### src/rtl/monolith_axis_ip_slave_sif.sv
// AXI4-Stream slave deserializer: packs stream words into fixed-size chunks and
// buffers a few chunks, presenting the head chunk in parallel to the hash core.
module monolith_axis_ip_slave_sif #(
    parameter int FIFO_CHUNK_SIZE      = 16,
    parameter int FIFO_CHUNK_COUNT     = 2,
    parameter int C_S_AXIS_TDATA_WIDTH = 32
) (
    input  logic                                S_AXIS_ACLK,
    input  logic                                S_AXIS_ARESET,
    input  logic                                S_AXIS_TVALID,
    output logic                                S_AXIS_TREADY,
    input  logic [C_S_AXIS_TDATA_WIDTH-1:0]     S_AXIS_TDATA,
    input  logic [C_S_AXIS_TDATA_WIDTH/8-1:0]   S_AXIS_TSTRB,
    input  logic                                S_AXIS_TLAST,
    output logic [C_S_AXIS_TDATA_WIDTH-1:0]     chunk_out [FIFO_CHUNK_SIZE],
    output logic [$clog2(FIFO_CHUNK_SIZE):0]    chunk_len,
    output logic                                chunk_last,
    output logic                                chunk_valid,
    input  logic                                chunk_read_strobe
);

    localparam int WW = $clog2(FIFO_CHUNK_SIZE);
    localparam int PW = $clog2(FIFO_CHUNK_COUNT);
    localparam int LW = WW + 1;
    localparam int NW = PW + 1;

    localparam logic [WW-1:0] LAST_WORD   = WW'(FIFO_CHUNK_SIZE - 1);
    localparam logic [NW-1:0] COUNT_FULL1 = NW'(FIFO_CHUNK_COUNT - 1);

    typedef enum logic {
        ST_ACCEPT = 1'b0,
        ST_FULL   = 1'b1
    } state_t;

    state_t state_reg, state_next;

    // Whole head chunk is read in parallel, so storage maps to distributed RAM/registers.
    logic [C_S_AXIS_TDATA_WIDTH-1:0] mem [FIFO_CHUNK_COUNT][FIFO_CHUNK_SIZE];

    logic [PW-1:0]               wr_chunk_reg, wr_chunk_next;
    logic [PW-1:0]               rd_chunk_reg, rd_chunk_next;
    logic [WW-1:0]               wr_word_reg, wr_word_next;
    logic [NW-1:0]               count_reg, count_next;
    logic [LW-1:0]               len_reg [FIFO_CHUNK_COUNT];
    logic [FIFO_CHUNK_COUNT-1:0] last_reg;
    logic [LW-1:0]               len_next;

    logic accept;
    logic commit;
    logic pop;
    logic tready_fsm;
    logic unused_tstrb;

    assign unused_tstrb = ^S_AXIS_TSTRB;

    always_comb begin
        accept        = S_AXIS_TVALID & S_AXIS_TREADY;
        commit        = accept & ((wr_word_reg == LAST_WORD) | S_AXIS_TLAST);
        pop           = chunk_read_strobe & chunk_valid;
        len_next      = {1'b0, wr_word_reg} + LW'(1);
        wr_chunk_next = wr_chunk_reg;
        wr_word_next  = wr_word_reg;
        rd_chunk_next = rd_chunk_reg;
        count_next    = count_reg;

        if (commit) begin
            wr_chunk_next = wr_chunk_reg + PW'(1);
            wr_word_next  = '0;
        end else if (accept) begin
            wr_word_next  = wr_word_reg + WW'(1);
        end

        if (pop) begin
            rd_chunk_next = rd_chunk_reg + PW'(1);
        end

        case ({commit, pop})
            2'b10:   count_next = count_reg + NW'(1);
            2'b01:   count_next = count_reg - NW'(1);
            default: count_next = count_reg;
        endcase
    end

    always_comb begin
        state_next = state_reg;
        tready_fsm = 1'b0;
        case (state_reg)
            ST_ACCEPT: begin
                tready_fsm = 1'b1;
                if (commit && !pop && (count_reg == COUNT_FULL1)) begin
                    state_next = ST_FULL;
                end
            end
            ST_FULL: begin
                tready_fsm = 1'b0;
                if (pop) begin
                    state_next = ST_ACCEPT;
                end
            end
            default: state_next = ST_ACCEPT;
        endcase
    end

    // Reset only masks TREADY; no data-path input reaches it combinationally.
    assign S_AXIS_TREADY = tready_fsm & ~S_AXIS_ARESET;

    always_ff @(posedge S_AXIS_ACLK) begin
        if (S_AXIS_ARESET) begin
            state_reg    <= ST_ACCEPT;
            wr_chunk_reg <= '0;
            wr_word_reg  <= '0;
            rd_chunk_reg <= '0;
            count_reg    <= '0;
        end else begin
            state_reg    <= state_next;
            wr_chunk_reg <= wr_chunk_next;
            wr_word_reg  <= wr_word_next;
            rd_chunk_reg <= rd_chunk_next;
            count_reg    <= count_next;
        end
    end

    always_ff @(posedge S_AXIS_ACLK) begin
        if (S_AXIS_ARESET) begin
            for (int i = 0; i < FIFO_CHUNK_COUNT; i++) begin
                len_reg[i] <= '0;
            end
            last_reg <= '0;
        end else if (commit) begin
            len_reg[wr_chunk_reg]  <= len_next;
            last_reg[wr_chunk_reg] <= S_AXIS_TLAST;
        end
    end

    always_ff @(posedge S_AXIS_ACLK) begin
        if (accept) begin
            mem[wr_chunk_reg][wr_word_reg] <= S_AXIS_TDATA;
        end
    end

    assign chunk_valid = (count_reg != '0);
    assign chunk_len   = len_reg[rd_chunk_reg];
    assign chunk_last  = last_reg[rd_chunk_reg];

    genvar gi;
    generate
        for (gi = 0; gi < FIFO_CHUNK_SIZE; gi++) begin : g_out
            localparam logic [WW-1:0] WORD_IDX = WW'(gi);
            localparam logic [LW-1:0] WORD_NUM = LW'(gi);
            // Words beyond the chunk length read as zero regardless of stale memory.
            assign chunk_out[gi] = (WORD_NUM < chunk_len) ? mem[rd_chunk_reg][WORD_IDX] : '0;
        end
    endgenerate

endmodule

### config.mk
export PLATFORM = sky130hd
export DESIGN_NAME = monolith_axis_ip_slave_sif
export DESIGN_NICKNAME = d
export VERILOG_FILES = /design/src/rtl/monolith_axis_ip_slave_sif.sv
export SDC_FILE = /design/constraint.sdc
export NUM_CORES = 1
export LEC_CHECK = 0
export BUFFER_PORTS_ARGS = -buffer_cell sky130_fd_sc_hd__buf_2
export CAP_MARGIN = 20
export CORE_MARGIN = 10
export CORE_UTILIZATION = 35
export CTS_BUF_LIST = sky130_fd_sc_hd__clkbuf_4 sky130_fd_sc_hd__clkbuf_8
export CTS_CLUSTER_SIZE = 12
export DETAILED_ROUTE_END_ITERATION = 7
export PLACE_DENSITY = 0.58
export SLEW_MARGIN = 20
export SYNTH_ARGS = -nofsm -noshare
export SYNTH_HDL_FRONTEND = slang
export SYNTH_SLANG_ARGS = --single-unit
### constraint.sdc
create_clock -name S_AXIS_ACLK -period 4.33 [get_ports S_AXIS_ACLK]
set_input_delay 0.433 -clock S_AXIS_ACLK [delete_from_list [all_inputs] [get_ports S_AXIS_ACLK]]
set_output_delay 0.433 -clock S_AXIS_ACLK [all_outputs]
set_load 0.01 [all_outputs]
==> metrics.md, run 1 <==
| Metric | Value |
|---|---|
| Crit-path max FO | 46 |
| Final net count | 3073 |
| Number of antenna violations at the first check in global routing | 9 |
| Vias in the first global route | 23100 |
| First-pass iteration count of the detailed router | 5 |
| Yosys warnings | 0 |
| Largest net degree at the start of global routing | 130 |
| DRC Markers | 0 |
| CP max stage cell | buf_4 |
| Crit-path cells | buf_4, buf_4, mux2i_1, a211oi_1, buf_2 |
| Worst hold path type | primary input to flop |
| Wirelength per Cell | 26.9 microns |
| Synth Net Count | 2419 |
| First-pass GRT wire length | 173 mm |
| Io pins | 561 |
| Outcome | completed |
| Die width | 360 microns |
| CTS tree | done |
| Crit path required time | 3.90 ns |
| Routed Antenna Nets | 0 |
| Share of layout cells above drive strength 1 | 0.297 |
| Clk slew on worst S/H paths | 0.05 ns |
| Final period utilization | 0.939 |
| Crit. End Element | output pin |
| Fill count | 10400 |
| Final setup viols | 0 |
| Arrival time worst endpoint | 3.63 ns |
| R2r setup slk | 1.52 ns |
| Hpwl dp | 73.6 mm |
| Setup TNS | 0 ns |
| Unrepaired setup endpoints after global routing | false |
| Die boundary height | 360 microns |
| Max transition margin | 0.217 |
| Seq/Total Area, Yosys | 0.774 |
| All-Layer GR Usage | 0.187 |
| H-tree levels | 4 |
| Placed cells | 4351 |
| DR vias | 23500 |
| Final Non-Filler Cells | 4662 |
| CTS Root Cell | clkbuf_8 |
| Layout area overhead | 20.7% |
| Syn Inst Count | 2370 |
| Max FFs per register | 1024 |
| Post-Place Worst Slack | 1.07 ns |
| Max Root-Sink Buffers | 3 |
| Global placement routability congestion | 0.744 |
| Overall power | 25.5 mW |
| F_max | 0.246 GHz |
| DRT iter0 DRCs | 2062 |
| Port bufs | 556 |
| CTS sink cnt | 1046 |
| Fin worst setup slack | 0.265 ns |
| Pwr dens | 523 nW/um^2 |
| Leak Pwr | 16.7 nW |
| Top cell type's share of synthesized area | 0.768 |
| Core Rows | 124 |
| Register bit total from synthesis | 1046 |
| Post-DR vias/cell | 5.04 |
| WL final | 125 mm |
| Startpoint Class | flop |
| CTS buffer count | 173 |
| Final Max Slew Viols | 0 |
| Core footprint | 115000 sq um |
| CTS resizes | 0 |
| Largest area contributor in the synthesized netlist | edfxtp_1 |
| GRT Residual Overflow | 0 |
| Max-Cap Viols | 0 |
| Mapped Area | 40400 sq um |
| Unique masters post-synth | 46 |
| DIE AREA | 129000 sq um |
| Synth top area cells | edfxtp_1 77%, mux2i_1 13%, nor2_1 2.8% |
| Worst Tran Pin Value | 1.17 ns |
| Hold Fails Final Rpt | 0 |
| Max IR drop VDD | 379 uV |
| Clock latency on the worst-skew pair | 0.85 ns |
| Starting density of the core | 0.353 |
| Clk_skew | 0.0418 ns |
| Final worst path period need | 4.06 ns |
| Largest stage delay, worst path | 0.77 ns |
| Crit-path most repeated cell | buf_4 |
| Hold slack | 0.123 ns |
| Avg Inst Size Synth | 17.1 sq um |
| Critical setup path kind | flop to output pin |
==> path summary, 6_finish.rpt <==
kind                  startpoint            end  depth (start not counted)
setup / recovery            flop  chunk_out[33]                          5
hold / removal     S_AXIS_TVALID    last_reg[0]                          4
setup reg to reg  wr_word_reg[0]      state_reg                          9
hold reg to reg      last_reg[0]    last_reg[0]                          2
==> layer usage <==
| layer | share of wire | vias up | global-route usage | routed length (microns) |
|---|---|---|---|---|
| met5 | 0.000064 | - | 0 | 8 |
| met4 | 0.025 | 2 | 0.0573 | 3070 |
| met3 | 0.077 | 165 | 0.0486 | 9680 |
| met2 | 0.48 | 906 | 0.305 | 60300 |
| met1 | 0.42 | 12000 | 0.242 | 52300 |
| li1 | - | 10400 | - | - |
==> layout by cell type (no fill, tap or decap), types with 3 or more instances in the layout <==
cell           count
clkinvlp_4         6
edfxtp_1        1034
nand2b_1           5
a21oi_1           99
dfxtp_1           11
inv_1              8
buf_2            556
clkinv_2           8
clkbuf_8         176
nand3b_1           5
buf_16             7
and3b_1            3
nor3_1           135
clkinv_1          34
nor2_1           267
or3b_2             4
dlygate4sd3_1      4
or3_1              6
buf_4             48
nor2_4            23
ha_1               8
bufinv_16          5
a211oi_1          33
nand2_1            8
mux2_2             4
and3_1             4
mux2i_1          515
nor2_2            10
buf_12            11
xor2_1             4
diode_2           14
clkbuf_4          52
==> metrics by stage <==
step,util,area [sq um]
2_1_floorplan,-,40400
3_3_place_gp,0.395,45200
3_5_place_dp,0.396,45300
4_1_cts,0.425,48600
5_1_grt,0.426,48800
6_report,0.426,48800
==> where the power goes <==
group	leakage [nW]	internal (mW)	switching, mW
clock network	1.70	4.49	3.84
registers	9.41	11.2	0.0671
logic	5.61	2.14	3.82
total	16.7	17.8	7.72
==> Yosys cell counts, drive strengths merged <==
library cell and count:
edfxtp 1034, mux2i 516, nor2 300, nor3 137
buf 102, a21oi 101, clkbuf 45, a211oi 35
dfxtp 12, inv 9, nand2 9, ha 8
or3 6, nand2b 5, nand3b 5, or3b 5
and3 4, mux2 4, xor2 4, and3b 3
nor3b 3, o21ai 3, nand3 2, nor2b 2
nor4bb 2, o21bai 2, xnor2 2, a221oi 1
a222oi 1, a22oi 1, a31oi 1, a32oi 1
and2 1, nand4bb 1, o211ai 1, o31ai 1
or2 1
==> worst max-delay path: cells and delay by family (launching register included) <==
family / cells / cell delay, ns
AOI/OAI and AO/OA: 1 / 0.36
buffers and inverters: 3 / 1.59
DFF: 1 / 0.66
muxes: 1 / 0.17
==> area by class of cell <==
type	instances	area, sq um	area share
Inverter	9	33.8	0.000692
Timing Repair Buffer	626	3600	0.0737
Multi-Input combinational cell	1168	8700	0.178
Clock inverter	59	435	0.00892
Tap cell	1512	1890	0.0388
Sequential cell	1046	31300	0.641
Antenna cell	14	35.0	0.000718
Clock buffer	228	2810	0.0576
==> logic make-up after synthesis <==
group	count (synthesis)	share of synthesized area
buffers and inverters	156	0.0176
XOR/XNOR	6	0.00130
flip-flops	1046	0.774
AND/OR/NAND/NOR	486	0.0533
multiplexers	520	0.129
AO/OA/AOI/OAI	148	0.0224
adder cells (fa/ha/maj)	8	0.00248
==> repair_timing <==
action                                 in CTS  in global routing
endpoints found under the hold margin      10                  0
setup buffers                               0                  0
hold buffers                                4                  0
Power figures use the tool's default switching activity.
==> inputs of run 2 (changes only) <==
ABC_AREA = 1   (was default)
==> metrics.md, run 2 <==
| Metric | Value |
|---|---|
| Outcome | completed |
| R2r setup slk | 1.55 ns (+0.03 ns) |
| Clk_skew | 0.0541 ns (+0.0123 ns) |
| Leak Pwr | 18.1 nW (+8.3%) |
| Startpoint Class | flop |
| Critical setup path kind | flop to output pin |
| H-tree levels | 4 (unchanged) |
| Largest net degree at the start of global routing | 135 (+3.8%) |
| P_int | 16.8 mW (-5.8%) |
| Vias in the first global route | 24000 (+3.9%) |
| Final Max Slew Viols | 0 (unchanged) |
| Routed Antenna Nets | 0 (unchanged) |
| CTS tree | done |
| Core Rows | 123 (-0.81%) |
| Arrival time worst endpoint | 3.73 ns (+0.10 ns) |
| Top cells by count, synth | 1034 x edfxtp_1, 692 x nand2_1, 284 x nor2_1 |
| Pwr dens | 488 nW/um^2 (-6.8%) |
| Clock network power share | 0.359 (+0.033) |
| EDFF count, synth | 1034 (unchanged) |
| Net load switching power | 6.67 mW (-14%) |
| Gate power share | 0.163 (-0.070) |
| Yosys warnings | 0 (unchanged) |
| Unrepaired setup endpoints after global routing | false |
| CTS buffer count | 174 (+0.58%) |
| Max IR drop VDD | 280 uV (-26%) |
| Wirelength per Cell | 25.0 microns (-7.2%) |
| Seq/Total Area, Yosys | 0.782 (+0.00801) |
| Layout area overhead | 20.3% |
| First-pass iteration count of the detailed router | 5 (unchanged) |
| Die boundary height | 358 microns (-0.48%) |
| Placed cell areas | 44700 sq um (-1.4%) |
| Core footprint | 113000 sq um (-1.3%) |
| DR vias | 24500 (+4.2%) |
| Syn Inst Count | 2782 (+17%) |
| All-Layer GR Usage | 0.192 (+0.00564) |
| Avg Inst Size Synth | 14.4 sq um (-16%) |
| Final period utilization | 0.961 (+0.0224) |
| Max-Cap Viols | 0 (unchanged) |
| Die width | 358 microns (-0.48%) |
| Starting density of the core | 0.354 (+0.00114) |
| Largest area contributor in the synthesized netlist | edfxtp_1 |
| Post-DR vias/cell | 4.83 (-4.2%) |
| Top cell type's share of synthesized area | 0.776 (+0.00795) |
| Post-synth ARST share | 0 (unchanged) |
| Final net count | 3490 (+14%) |
| Io pins | 561 (unchanged) |
| Worst hold path type | primary input to flop |
| Hold Fails Final Rpt | 0 (unchanged) |
| Clk slew on worst S/H paths | 0.08 ns (+0.03 ns) |
| CTS resizes | 0 (unchanged) |
| Design area | 48100 sq um (-1.4%) |
| Clock latency on the worst-skew pair | 0.88 ns (+0.03 ns) |
| Mapped Area | 40000 sq um (-1.0%) |
| Setup TNS | 0 ns (unchanged) |
| Max FFs per register | 1024 (unchanged) |
| Most common cell in the netlist | edfxtp_1 |
| DRC Markers | 0 (unchanged) |
| Sequential power share | 0.478 (+0.037) |
| Final setup viols | 0 (unchanged) |
| Hpwl dp | 73.2 mm (-0.64%) |
| Final worst path period need | 4.16 ns (+0.0971 ns) |
| Dominant synthesized flop cell | edfxtp_1 |
| Crit path required time | 3.90 ns (about the same) |
| First-pass GRT wire length | 175 mm (+1.1%) |
| Synth top area cells | edfxtp_1 78%, nand2_1 6.5%, mux2i_1 6.4% |
| Unique masters post-synth | 29 (-37%) |
| CTS Root Cell | clkbuf_8 |
| F_max | 0.240 GHz (-2.3%) |
| Register bit total from synthesis | 1046 (unchanged) |
| DIE AREA | 128000 sq um (-0.97%) |
| Share of layout cells above drive strength 1 | 0.262 (-0.0351) |
| Worst Tran Pin Value | 1.21 ns (+0.0307 ns) |
| Number of antenna violations at the first check in global routing | 12 (+3) |
| GRT Residual Overflow | 0 (unchanged) |
| Global placement routability congestion | 0.772 (+3.8%) |
| Most frequent cells in the layout | 1034 x edfxtp_1, 692 x nand2_1, 556 x buf_2 |
| Port bufs | 556 (unchanged) |
| WL final | 127 mm (+0.93%) |
| Crit-path max FO | 131 (+180%) |
| CTS sink cnt | 1046 (unchanged) |
| Max transition margin | 0.196 (-0.0205) |
| Crit. End Element | output pin |
| DRT iter0 DRCs | 2141 (+3.8%) |
| Commonest non-fill, non-tap cell in the layout | edfxtp_1 |
| Max Root-Sink Buffers | 3 (unchanged) |
| Switching Share | 0.284 (-0.0179) |
| Synth Net Count | 2831 (+17%) |
==> run 2: changes by cell type after synthesis, sizes merged, moves of 5 or more <==
cell / change
nand2: +688
mux2i: -260
nor3: -114
a21oi: +102
inv: +86
a211oi: -35
nor2: -14
nand3: +12
buf: -11
o21ai: +6
or3: -6
nand2b: -5
nand3b: -5
or3b: -5
==> run 2: area by class of cell <==
type / instances / area [sq um]
Fill cell: 10400 / 64800
Sequential cell: 1046 / 31300
Multi-Input combinational cell: 1500 / 7880
Timing Repair Buffer: 623 / 3360
Clock buffer: 236 / 2870
Tap cell: 1500 / 1880
Clock inverter: 62 / 442
Inverter: 96 / 368
Antenna cell: 9 / 22.5
==> run 2: cell families (layout without fill, tap and decap cells) <==
| family | Yosys count | count (layout) | synth area share |
|---|---|---|---|
| multiplexers | 256 | 256 | 0.0640 |
| flip-flops | 1046 | 1046 | 0.782 |
| adder cells (fa/ha/maj) | 8 | 8 | 0.00250 |
| other | 0 | 9 | 0 |
| buffers and inverters | 236 | 1017 | 0.0257 |
| AO/OA/AOI/OAI | 212 | 212 | 0.0268 |
| AND/OR/NAND/NOR | 1021 | 1021 | 0.0982 |
| XOR/XNOR | 3 | 3 | 0.000657 |
==> run 2: stage by stage <==
| step | cells | hold slack [ns] | worst slack [ns] | power (mW) | utilization |
|---|---|---|---|---|---|
| final | 5072 | 0.231 | 0.168 | 23.5 | 0.426 |
| after CTS | 5062 | 0.135 | 0.129 | 23.8 | 0.426 |
| after global routing | 5064 | 0.164 | 0.0104 | 24.5 | 0.426 |
| after floorplan | 2782 | 0.434 | 0.378 | 13.4 | - |
| after detailed placement | 4758 | 0.466 | 0.975 | 15.3 | 0.396 |
| after global placement | 4758 | 0.453 | 1.03 | 15.3 | 0.396 |
==> run 2: layer usage <==
layer,part of all wire,track usage
met5,0.00026,0
met4,0.023,0.0578
met3,0.079,0.0523
met2,0.48,0.313
met1,0.41,0.250
==> run 2: critical path: stages (launching register included) <==
cell and delay [ns]:
dfxtp_4 0.53, buf_12 0.37, buf_4 0.83, nand2_1 0.12
a21oi_1 0.31, buf_2 0.20
==> run 2: worst paths after layout <==
kind,from,to,cells after the start
min,S_AXIS_TDATA[19],mem[0][275],2
min reg2reg,state_reg,state_reg,2
max,flop,chunk_out[217],5
max reg2reg,state_reg,mem[1][445],6
==> run 2: power groups by stage <==
stage	clock (mW)	sequential, mW	combinational, mW
finish	8.43	11.2	3.82
global route	9.11	11.2	4.15
CTS	8.66	11.2	3.92
detailed placement	0	11.4	3.88
global placement	0	11.4	3.87
floorplan	0	11.4	2.01
==> run 2: repair_timing <==
item                                    in CTS  in global routing
endpoints found under the hold margin        9                  0
buffers inserted                             1                  0
endpoints found under the setup margin       4                  0
hold buffers                                 5                  0
